===== src/rtl/remote_load_resp.sv =====
`timescale 1ns/1ps
`default_nettype none
// remote_load_resp: buffers remote load responses, decodes load_info and routes each word
// to the integer regfile, FP regfile or icache refill port; also counts outstanding loads.
module remote_load_resp #(
  parameter int data_width_p     = 32,
  parameter int reg_addr_width_p = 5,
  parameter int fifo_els_p       = 2,
  parameter int max_out_loads_p  = 32
) (
  input  logic                                  clk_i,
  input  logic                                  reset_i,
  input  logic                                  resp_v_i,
  output logic                                  resp_ready_o,
  input  logic [data_width_p-1:0]               resp_data_i,
  input  logic [reg_addr_width_p-1:0]           resp_reg_id_i,
  input  logic                                  resp_float_wb_i,
  input  logic                                  resp_icache_fetch_i,
  input  logic                                  resp_is_unsigned_i,
  input  logic                                  resp_is_byte_i,
  input  logic                                  resp_is_hex_i,
  input  logic [1:0]                            resp_part_sel_i,
  input  logic                                  load_issue_i,
  output logic                                  int_wb_v_o,
  output logic [reg_addr_width_p-1:0]           int_wb_rd_o,
  output logic [data_width_p-1:0]               int_wb_data_o,
  input  logic                                  int_wb_yumi_i,
  output logic                                  flt_wb_v_o,
  output logic [reg_addr_width_p-1:0]           flt_wb_rd_o,
  output logic [data_width_p-1:0]               flt_wb_data_o,
  input  logic                                  flt_wb_yumi_i,
  output logic                                  icache_wb_v_o,
  output logic [data_width_p-1:0]               icache_wb_data_o,
  output logic [$clog2(max_out_loads_p+1)-1:0]  out_loads_o,
  output logic                                  out_loads_full_o,
  output logic                                  out_loads_empty_o
);

  localparam int ptr_w_lp  = (fifo_els_p > 1) ? $clog2(fifo_els_p) : 1;
  localparam int fcnt_w_lp = $clog2(fifo_els_p + 1);
  localparam int cnt_w_lp  = $clog2(max_out_loads_p + 1);

  typedef struct packed {
    logic [data_width_p-1:0]     data;
    logic [reg_addr_width_p-1:0] rd;
    logic                        float_wb;
    logic                        icache_fetch;
    logic                        is_unsigned;
    logic                        is_byte;
    logic                        is_hex;
    logic [1:0]                  part_sel;
  } entry_t;

  entry_t                mem [fifo_els_p];
  entry_t                head;
  entry_t                in_entry;
  logic [ptr_w_lp-1:0]   wr_ptr;
  logic [ptr_w_lp-1:0]   rd_ptr;
  logic [fcnt_w_lp-1:0]  fifo_cnt;
  logic                  fifo_full;
  logic                  fifo_empty;
  logic                  enq;
  logic                  deq;
  logic                  drop;
  logic [data_width_p-1:0] shifted;
  logic [7:0]            byte_val;
  logic [15:0]           half_val;
  logic [data_width_p-1:0] ext_data;

  function automatic logic [ptr_w_lp-1:0] bump(input logic [ptr_w_lp-1:0] p);
    return (p == ptr_w_lp'(fifo_els_p - 1)) ? '0 : p + 1'b1;
  endfunction

  assign in_entry = '{data: resp_data_i, rd: resp_reg_id_i, float_wb: resp_float_wb_i,
                      icache_fetch: resp_icache_fetch_i, is_unsigned: resp_is_unsigned_i,
                      is_byte: resp_is_byte_i, is_hex: resp_is_hex_i,
                      part_sel: resp_part_sel_i};

  assign fifo_full    = (fifo_cnt == fcnt_w_lp'(fifo_els_p));
  assign fifo_empty   = (fifo_cnt == '0);
  assign resp_ready_o = ~fifo_full;
  assign enq          = resp_v_i & ~fifo_full;
  assign head         = mem[rd_ptr];

  // Priority: icache refill, then FP, then integer; rd=0 integer loads are discarded.
  assign icache_wb_v_o = ~fifo_empty & head.icache_fetch;
  assign flt_wb_v_o    = ~fifo_empty & ~head.icache_fetch & head.float_wb;
  assign int_wb_v_o    = ~fifo_empty & ~head.icache_fetch & ~head.float_wb & (head.rd != '0);
  assign drop          = ~fifo_empty & ~head.icache_fetch & ~head.float_wb & (head.rd == '0);
  assign deq           = icache_wb_v_o | drop | (flt_wb_v_o & flt_wb_yumi_i)
                       | (int_wb_v_o & int_wb_yumi_i);

  assign shifted  = head.data >> {head.part_sel, 3'b000};
  assign byte_val = shifted[7:0];
  assign half_val = head.part_sel[1] ? head.data[31:16] : head.data[15:0];

  always_comb begin
    ext_data = head.data;
    if (head.is_byte)
      ext_data = {{(data_width_p-8){~head.is_unsigned & byte_val[7]}}, byte_val};
    else if (head.is_hex)
      ext_data = {{(data_width_p-16){~head.is_unsigned & half_val[15]}}, half_val};
  end

  assign int_wb_rd_o      = head.rd;
  assign int_wb_data_o    = ext_data;
  assign flt_wb_rd_o      = head.rd;
  assign flt_wb_data_o    = head.data;
  assign icache_wb_data_o = head.data;

  always_ff @(posedge clk_i or posedge reset_i) begin
    if (reset_i) begin
      wr_ptr   <= '0;
      rd_ptr   <= '0;
      fifo_cnt <= '0;
    end else begin
      if (enq) wr_ptr <= bump(wr_ptr);
      if (deq) rd_ptr <= bump(rd_ptr);
      if (enq & ~deq)      fifo_cnt <= fifo_cnt + 1'b1;
      else if (deq & ~enq) fifo_cnt <= fifo_cnt - 1'b1;
    end
  end

  always_ff @(posedge clk_i) begin
    if (enq) mem[wr_ptr] <= in_entry;
  end

  // Issue and return in the same cycle cancel; both ends saturate.
  always_ff @(posedge clk_i or posedge reset_i) begin
    if (reset_i)
      out_loads_o <= '0;
    else if (load_issue_i & ~enq & ~out_loads_full_o)
      out_loads_o <= out_loads_o + 1'b1;
    else if (enq & ~load_issue_i & ~out_loads_empty_o)
      out_loads_o <= out_loads_o - 1'b1;
  end

  assign out_loads_full_o  = (out_loads_o == cnt_w_lp'(max_out_loads_p));
  assign out_loads_empty_o = (out_loads_o == '0);

  always @(posedge clk_i) begin
    if (!reset_i) begin
      if (int_wb_yumi_i) assert (int_wb_v_o);
      if (flt_wb_yumi_i) assert (flt_wb_v_o);
      if (int_wb_v_o) assert (!(head.is_byte && head.is_hex));
      if (load_issue_i && !enq) assert (!out_loads_full_o);
      if (enq && !load_issue_i) assert (!out_loads_empty_o);
    end
  end

endmodule
`default_nettype wire


===== config.mk =====
export PLATFORM = sky130hd
export DESIGN_NAME = remote_load_resp
export DESIGN_NICKNAME = d
export VERILOG_FILES = /design/src/rtl/remote_load_resp.sv
export SDC_FILE = /design/constraint.sdc
export NUM_CORES = 1
export LEC_CHECK = 0
export CAP_MARGIN = 20
export CORE_ASPECT_RATIO = 0.9
export CORE_MARGIN = 10
export CORE_UTILIZATION = 42
export CTS_CLUSTER_SIZE = 12
export DETAILED_ROUTE_END_ITERATION = 16
export PLACE_DENSITY = 0.77
export REMOVE_ABC_BUFFERS = 1
export SYNTH_ARGS = -nofsm -noshare
export SYNTH_HDL_FRONTEND = slang
export SYNTH_SLANG_ARGS = --single-unit

===== constraint.sdc =====
create_clock -name clk_i -period 2.9 [get_ports clk_i]
set_clock_uncertainty 0.15 [all_clocks]
set_input_delay 0.58 -clock clk_i [delete_from_list [all_inputs] [get_ports clk_i]]
set_output_delay 0.58 -clock clk_i [all_outputs]
set_load 0.005 [all_outputs]

==> results of run 1 <==
==> through the flow <==
step / hold WS [ns] / area, µm² / util / cells / power (mW)
6_report: 0.369 / 7670 / 0.642 / 728 / 8.89
3_3_place_gp: 0.332 / 7030 / 0.589 / 685 / 7.32
5_1_grt: 0.389 / 7670 / 0.642 / 728 / 9.40
4_1_cts: 0.371 / 7510 / 0.629 / 724 / 8.74
2_1_floorplan: 0.270 / 4710 / - / 306 / 4.35
3_5_place_dp: 0.361 / 7030 / 0.589 / 685 / 7.45
==> layout make-up <==
type	count	area share
sequential	98	0.377
timing repair buffer	246	0.300
multi-input combinational	206	0.261
clock buffer	11	0.0304
tap	160	0.0261
clock inverter	5	0.00392
inverter	2	0.000979
==> worst max-delay path, delay by kind of cell (launching register included) <==
kind            cells  cell delay, ns
buf+inv             4            0.55
mux                 2            0.62
compound gates      2            0.39
flops               1            0.42
==> how the worst max path moves through the flow <==
stage | to | slack, ns
3_5_place_dp | int_wb_data_o[18] | -0.13
3_3_place_gp | int_wb_data_o[26] | -0.13
2_1_floorplan | int_wb_data_o[16] | -1.10
6_report | int_wb_data_o[18] | -0.15
5_1_grt | int_wb_data_o[21] | -0.21
4_1_cts | int_wb_data_o[18] | -0.24
==> cells in the mapped netlist, types with 3 or more instances <==
cell type / n / area [µm²]
a21oi_1: 21 / 105
buf_2: 4 / 20.0
buf_4: 41 / 308
buf_6: 3 / 33.8
dfrtp_1: 10 / 250
edfxtp_1: 88 / 2640
ha_1: 5 / 62.6
mux2_2: 53 / 597
mux2i_1: 48 / 480
nand2_1: 19 / 71.3
nand3_1: 3 / 15.0
nand3b_1: 3 / 22.5
nor2_1: 10 / 37.5
xnor2_1: 4 / 35.0
xor2_1: 4 / 35.0
==> state kept, by name, summed over array words and instances (netlist names) <==
register     count
out_loads_o      6
mem             88
fifo_cnt         2
wr_ptr           1
rd_ptr           1
==> per-layer routing <==
layer	GRT usage	vias to the layer above	wire (µm)
met3	0.0472	28	1080
met5	0	-	0
li1	-	1723	-
met2	0.285	126	7350
met4	0.0633	0	348
met1	0.191	1821	5910
==> logic make-up (layout without fill, tap and decap cells) <==
kind of cell / after synthesis / in the layout / share of synthesized area
fa+ha+maj: 6 / 6 / 0.0163
compound gates: 33 / 33 / 0.0444
simple gates: 54 / 54 / 0.0550
mux: 105 / 105 / 0.227
buf+inv: 51 / 264 / 0.0735
xor+xnor: 8 / 8 / 0.0138
flops: 98 / 98 / 0.570
==> power by group <==
part	internal, mW	switching, mW	total, mW
Clock	0.579	0.492	1.07
Sequential	1.95	0.175	2.13
Combinational	3.24	2.45	5.69
==> timing repair <==
item | 4_1_cts | 5_1_grt
setup buffers | 23 | 6
gates cloned | 1 | 0
resized for setup | 136 | 64
endpoints found under the setup margin | 51 | 54
pin swaps | 4 | 3
==> metrics.csv, run 1 <==
stage;metric;value;unit
outcome;status;complete, but fails checks;
outcome;failing checks;negative setup slack;
power_and_ir_drop;worst vdd ir;0.000607;V
routing;Vias;3698;
critical_path;Req. time, crit path;2.17;ns
layout;most frequent cells in the layout;126 x clkdlybuf4s50_1, 88 x edfxtp_1, 59 x buf_4;
place;Buffers on Ports;167;
global_routing;first-pass GRT wire length;22200;µm
clocking;CTS max path bufs;2;
floorplanning;core area;11900;µm²
logic_synthesis;number of synthesized flops with an enable pin;88;
layout;commonest non-fill, non-tap cell in the layout;clkdlybuf4s50_1;
place;post-DP HPWL;10600;µm
clocking;# hold bufs at CTS;0;
critical_path;FF-to-FF Start;rd_ptr;
floorplanning;Rows;38;
sta;Worst Max-Slew Pin Slew;0.603;ns
global_routing;initial antenna violation count;0;
layout;area delta synth->final;51.2;%
global_routing;total gr overflow;0;
critical_path;Max FO, Critical Path;6;
layout;layout cell share with drive strength beyond 1;0.386;
sta;FMAX;0.328;GHz
clocking;root buf cell;clkbuf_16;
critical_path;CP Capture Type;primary output;
sta;max-slew violation count;0;
flow_run;max-cap viol count;0;
logic_synthesis;predominant post-synthesis flop cell;edfxtp_1;
floorplanning;Initial Utilization;0.425;
logic_synthesis;FF+latch count, synth;98;
critical_path;Reg2Reg Depth;18;
logic_synthesis;sequential area share after synthesis;0.570;
layout;# fillers;895;
global_routing;vias in the first global route;3978;
routing;DRT iter0 DRCs;191;
critical_path;WS Path Type;flip-flop to primary output;
routing;final WL;14700;µm
sta;Setup WS post-layout;-0.147;ns
floorplanning;DIE WIDTH;136;µm
clocking;H-tree levels;3;
critical_path;Worst R2R Setup Slack;0.01;ns
routing;number of iterations in the first detailed-routing pass;4;
routing;drt wl/cell;20.2;µm
min_path;Min-Delay Startpoint;fifo_cnt[1];
routing;DRC;0;
logic_synthesis;Cell Area, Synth;5070;µm²
clocking;clock latency on the worst-skew pair;0.34;ns
critical_path;critical path startpoint;rd_ptr;
global_routing;GRT Overall Usage;0.166;
logic_synthesis;Syn. warnings;0;
layout;Multi-input gate area;2000;µm²
sta;Setup violations, final;22;
layout;register area;2890;µm²
min_path;Hold Crit Class;flip-flop to flip-flop;
routing;Antenna Nets Post-Route;0;
critical_path;Crit path largest cell delay;0.42;ns
clocking;total CTS buffers;9;
logic_synthesis;Synth Instances;355;
sta;final period utilization;1.05;
logic_synthesis;Netlist cell types;45;
critical_path;CP max-delay cell;dfrtp_2;
clocking;clock slew at reported path FFs;0.06;ns
critical_path;r2r endpoint;rd_ptr;
critical_path;WP data arrival;2.32;ns
logic_synthesis;syn_area_per_cell;14.3;µm²
power_and_ir_drop;LEAKAGE;3.05;nW
layout;ant diodes;0;
routing;number of vias per cell;5.08;
layout;# nets final;619;
place;pre-CTS WS;-0.129;ns
global_routing;largest net degree at the start of global routing;34;
floorplanning;# IOs;168;
clocking;CTS tree;done;
critical_path;Worst setup SP type;flip-flop;
power_and_ir_drop;PwrDens;1160;nW/µm²
min_path;Hold Path End;fifo_cnt[1];
floorplanning;DIE AREA;16900;µm²
critical_path;CP Cell Sequence;buf_8 -> mux2_4 -> mux2_4 -> a221oi_4 -> buf_6 -> buf_8 -> a21oi_1 -> clkbuf_2;
sta;Final min period;3.05;ns
sta;setup_tns;-2.41;ns
sta;RSZ-0062 raised after global routing;yes;
sta;final hold vios;0;
logic_synthesis;asr flop ratio synth;0.102;
clocking;TritonCTS Sinks;98;
floorplanning;Die Span Y;124;µm
min_path;Hold Path Stages;1;
place;gpl congestion;0.815;
sta;Worst slew margin;0.598;
Note: power is estimated with default switching activity, not from simulation.
==> inputs of run 2 (changes only) <==
CORE_UTILIZATION = 30   (was 42)
HOLD_SLACK_MARGIN = 0.15   (was default)
PLACE_DENSITY = default   (was 0.77)
==> metrics.csv, run 2 (same netlist as run 1, synthesis figures left out) <==
stage;metric;value;unit
outcome;status;complete, but fails checks;
outcome;failing checks;negative setup slack;
layout;post-route cell area;7820;µm²
sta;Worst slew margin;0.628;
floorplanning;DIE WIDTH;157;µm
power_and_ir_drop;PwrDens;1160;nW/µm²
floorplanning;Die Span Y;143;µm
place;gpl congestion;0.759;
place;placed cell areas;7150;µm²
clocking;clock latency on the worst-skew pair;0.34;ns
floorplanning;Initial Utilization;0.303;
power_and_ir_drop;worst vdd ir;0.000417;V
critical_path;CP Capture Type;primary output;
power_and_ir_drop;LEAKAGE;3.15;nW
power_and_ir_drop;Combinational Power Share;0.628;
power_and_ir_drop;Net Sw Frac;0.342;
min_path;Hold Crit Class;flip-flop to flip-flop;
routing;number of iterations in the first detailed-routing pass;6;
routing;Routed met3 length;1200;µm
layout;Largest Register;mem;
global_routing;largest net degree at the start of global routing;45;
sta;Setup WS post-layout;-0.204;ns
power_and_ir_drop;Clock power frac;0.138;
place;post-DP HPWL;11000;µm
flow_run;max-cap viol count;0;
sta;FMAX;0.322;GHz
min_path;Hold Path Stages;1;
routing;DRT iter0 DRCs;151;
floorplanning;# IOs;168;
critical_path;Max FO, Critical Path;5;
place;Buffers on Ports;167;
global_routing;initial antenna violation count;0;
global_routing;total gr overflow;0;
layout;Largest register FFs;88;
critical_path;WS Path Type;flip-flop to primary output;
power_and_ir_drop;total power;9.10;mW
routing;final WL;14900;µm
layout;ant diodes;0;
routing;Vias;3633;
critical_path;Worst setup SP type;flip-flop;
routing;number of vias per cell;4.61;
critical_path;Reg2Reg Depth;8;
sta;max-slew violation count;0;
routing;DRC;0;
routing;M1 WL;6120;µm
layout;# nets final;628;
sta;Worst Max-Slew Pin Slew;0.557;ns
floorplanning;DIE AREA;22500;µm²
routing;Antenna Nets Post-Route;0;
sta;RSZ-0062 raised after global routing;yes;
layout;commonest non-fill, non-tap cell in the layout;clkdlybuf4s50_1;
sta;Setup violations, final;36;
clocking;CTS max path bufs;2;
layout;area delta synth->final;54.1;%
clocking;clock slew at reported path FFs;0.07;ns
global_routing;first-pass GRT wire length;22400;µm
routing;metal2 WL;7440;µm
clocking;root buf cell;clkbuf_16;
global_routing;GRT Overall Usage;0.131;
clocking;CTS tree;done;
routing;top routing layer in use;met4;
routing;drt wl/cell;19.0;µm
sta;Final min period;3.10;ns
floorplanning;Rows;45;
critical_path;Worst R2R Setup Slack;0.15;ns
power_and_ir_drop;Psw;3.11;mW
layout;most frequent cells in the layout;124 x clkdlybuf4s50_1, 88 x edfxtp_1, 61 x buf_4;
power_and_ir_drop;P_int;5.99;mW
clocking;total CTS buffers;9;
sta;final period utilization;1.07;
critical_path;WP data arrival;2.37;ns
layout;biggest regs;mem x88, out_loads_o x6, fifo_cnt x2;
global_routing;vias in the first global route;3948;
floorplanning;core area;16700;µm²
clocking;H-tree levels;3;
sta;final hold vios;0;
layout;layout cell share with drive strength beyond 1;0.388;
power_and_ir_drop;Flop pwr share;0.235;
clocking;TritonCTS Sinks;98;
critical_path;Req. time, crit path;2.17;ns
sta;setup_tns;-3.22;ns
run 2: changes by cell type in the layout (fill, tap and decap cells not counted), sizes merged:
cell           change
clkdlybuf4s50      -2
buf               +16
bufinv             +2
clkinvlp           +2
clkbuf             -5
inv                -1
dlygate4sd2        +1
clkinv             -3
clkdlybuf4s15      -1
run 2: per-layer routing:
metal,global-route usage,vias up
li1,-,1738
met1,0.149,1777
met2,0.224,105
met3,0.0478,13
met4,0.0452,0
met5,0,-
run 2: worst paths after layout:
check,start,end
setup / recovery,rd_ptr,int_wb_data_o[21]
setup reg to reg,out_loads_o[2],out_loads_o[5]
hold reg to reg,fifo_cnt[1],fifo_cnt[1]
hold / removal,fifo_cnt[1],fifo_cnt[1]
min in group asynchronous,reset_i,fifo_cnt[0]
max in group asynchronous,reset_i,rd_ptr
run 2: worst max-delay path, cell delays in order (launching register included):
cell and delay [ns]:
dfrtp_2 0.41, buf_6 0.12, mux2i_4 0.30, mux2_4 0.37, a221oi_4 0.32, buf_6 0.14, buf_6 0.12, buf_6 0.10
a21oi_2 0.03, buf_2 0.12
run 2: cell type report:
| class | instances | area, µm² |
|---|---|---|
| Timing Repair Buffer | 255 | 2320 |
| Clock inverter | 5 | 78.8 |
| Fill cell | 1471 | 8900 |
| Sequential cell | 98 | 2890 |
| Tap cell | 211 | 264 |
| Multi-Input combinational cell | 206 | 2020 |
| Clock buffer | 11 | 233 |
| Inverter | 2 | 7.51 |
run 2: what timing repair did:
| item | 4_1_cts | 5_1_grt |
|---|---|---|
| cloned | 1 | 0 |
| hold buffers | 0 | 0 |
| resized for setup | 174 | 46 |
| buffers inserted | 23 | 11 |
| hold endpoints to repair | 0 | 0 |
| pin swaps | 3 | 2 |
| setup endpoints to repair | 66 | 66 |
run 2: power groups by stage:
stage / Clock [mW] / Sequential, mW / Combinational, mW
2_1_floorplan: 0 / 2.22 / 2.13
4_1_cts: 1.29 / 2.13 / 5.66
3_3_place_gp: 0 / 2.16 / 5.32
6_report: 1.25 / 2.14 / 5.71
5_1_grt: 1.35 / 2.18 / 6.17
3_5_place_dp: 0 / 2.17 / 5.40
run 2: stage by stage:
stage                     hold WS, ns  utilization  setup slack [ns]  cells
final                           0.355        0.467            -0.204    788
after detailed placement        0.347        0.428            -0.217    743
after CTS                       0.361        0.460            -0.200    782
after global routing            0.400        0.467            -0.317    788
after floorplan                 0.270            -             -1.10    306
after global placement          0.333        0.428            -0.183    743
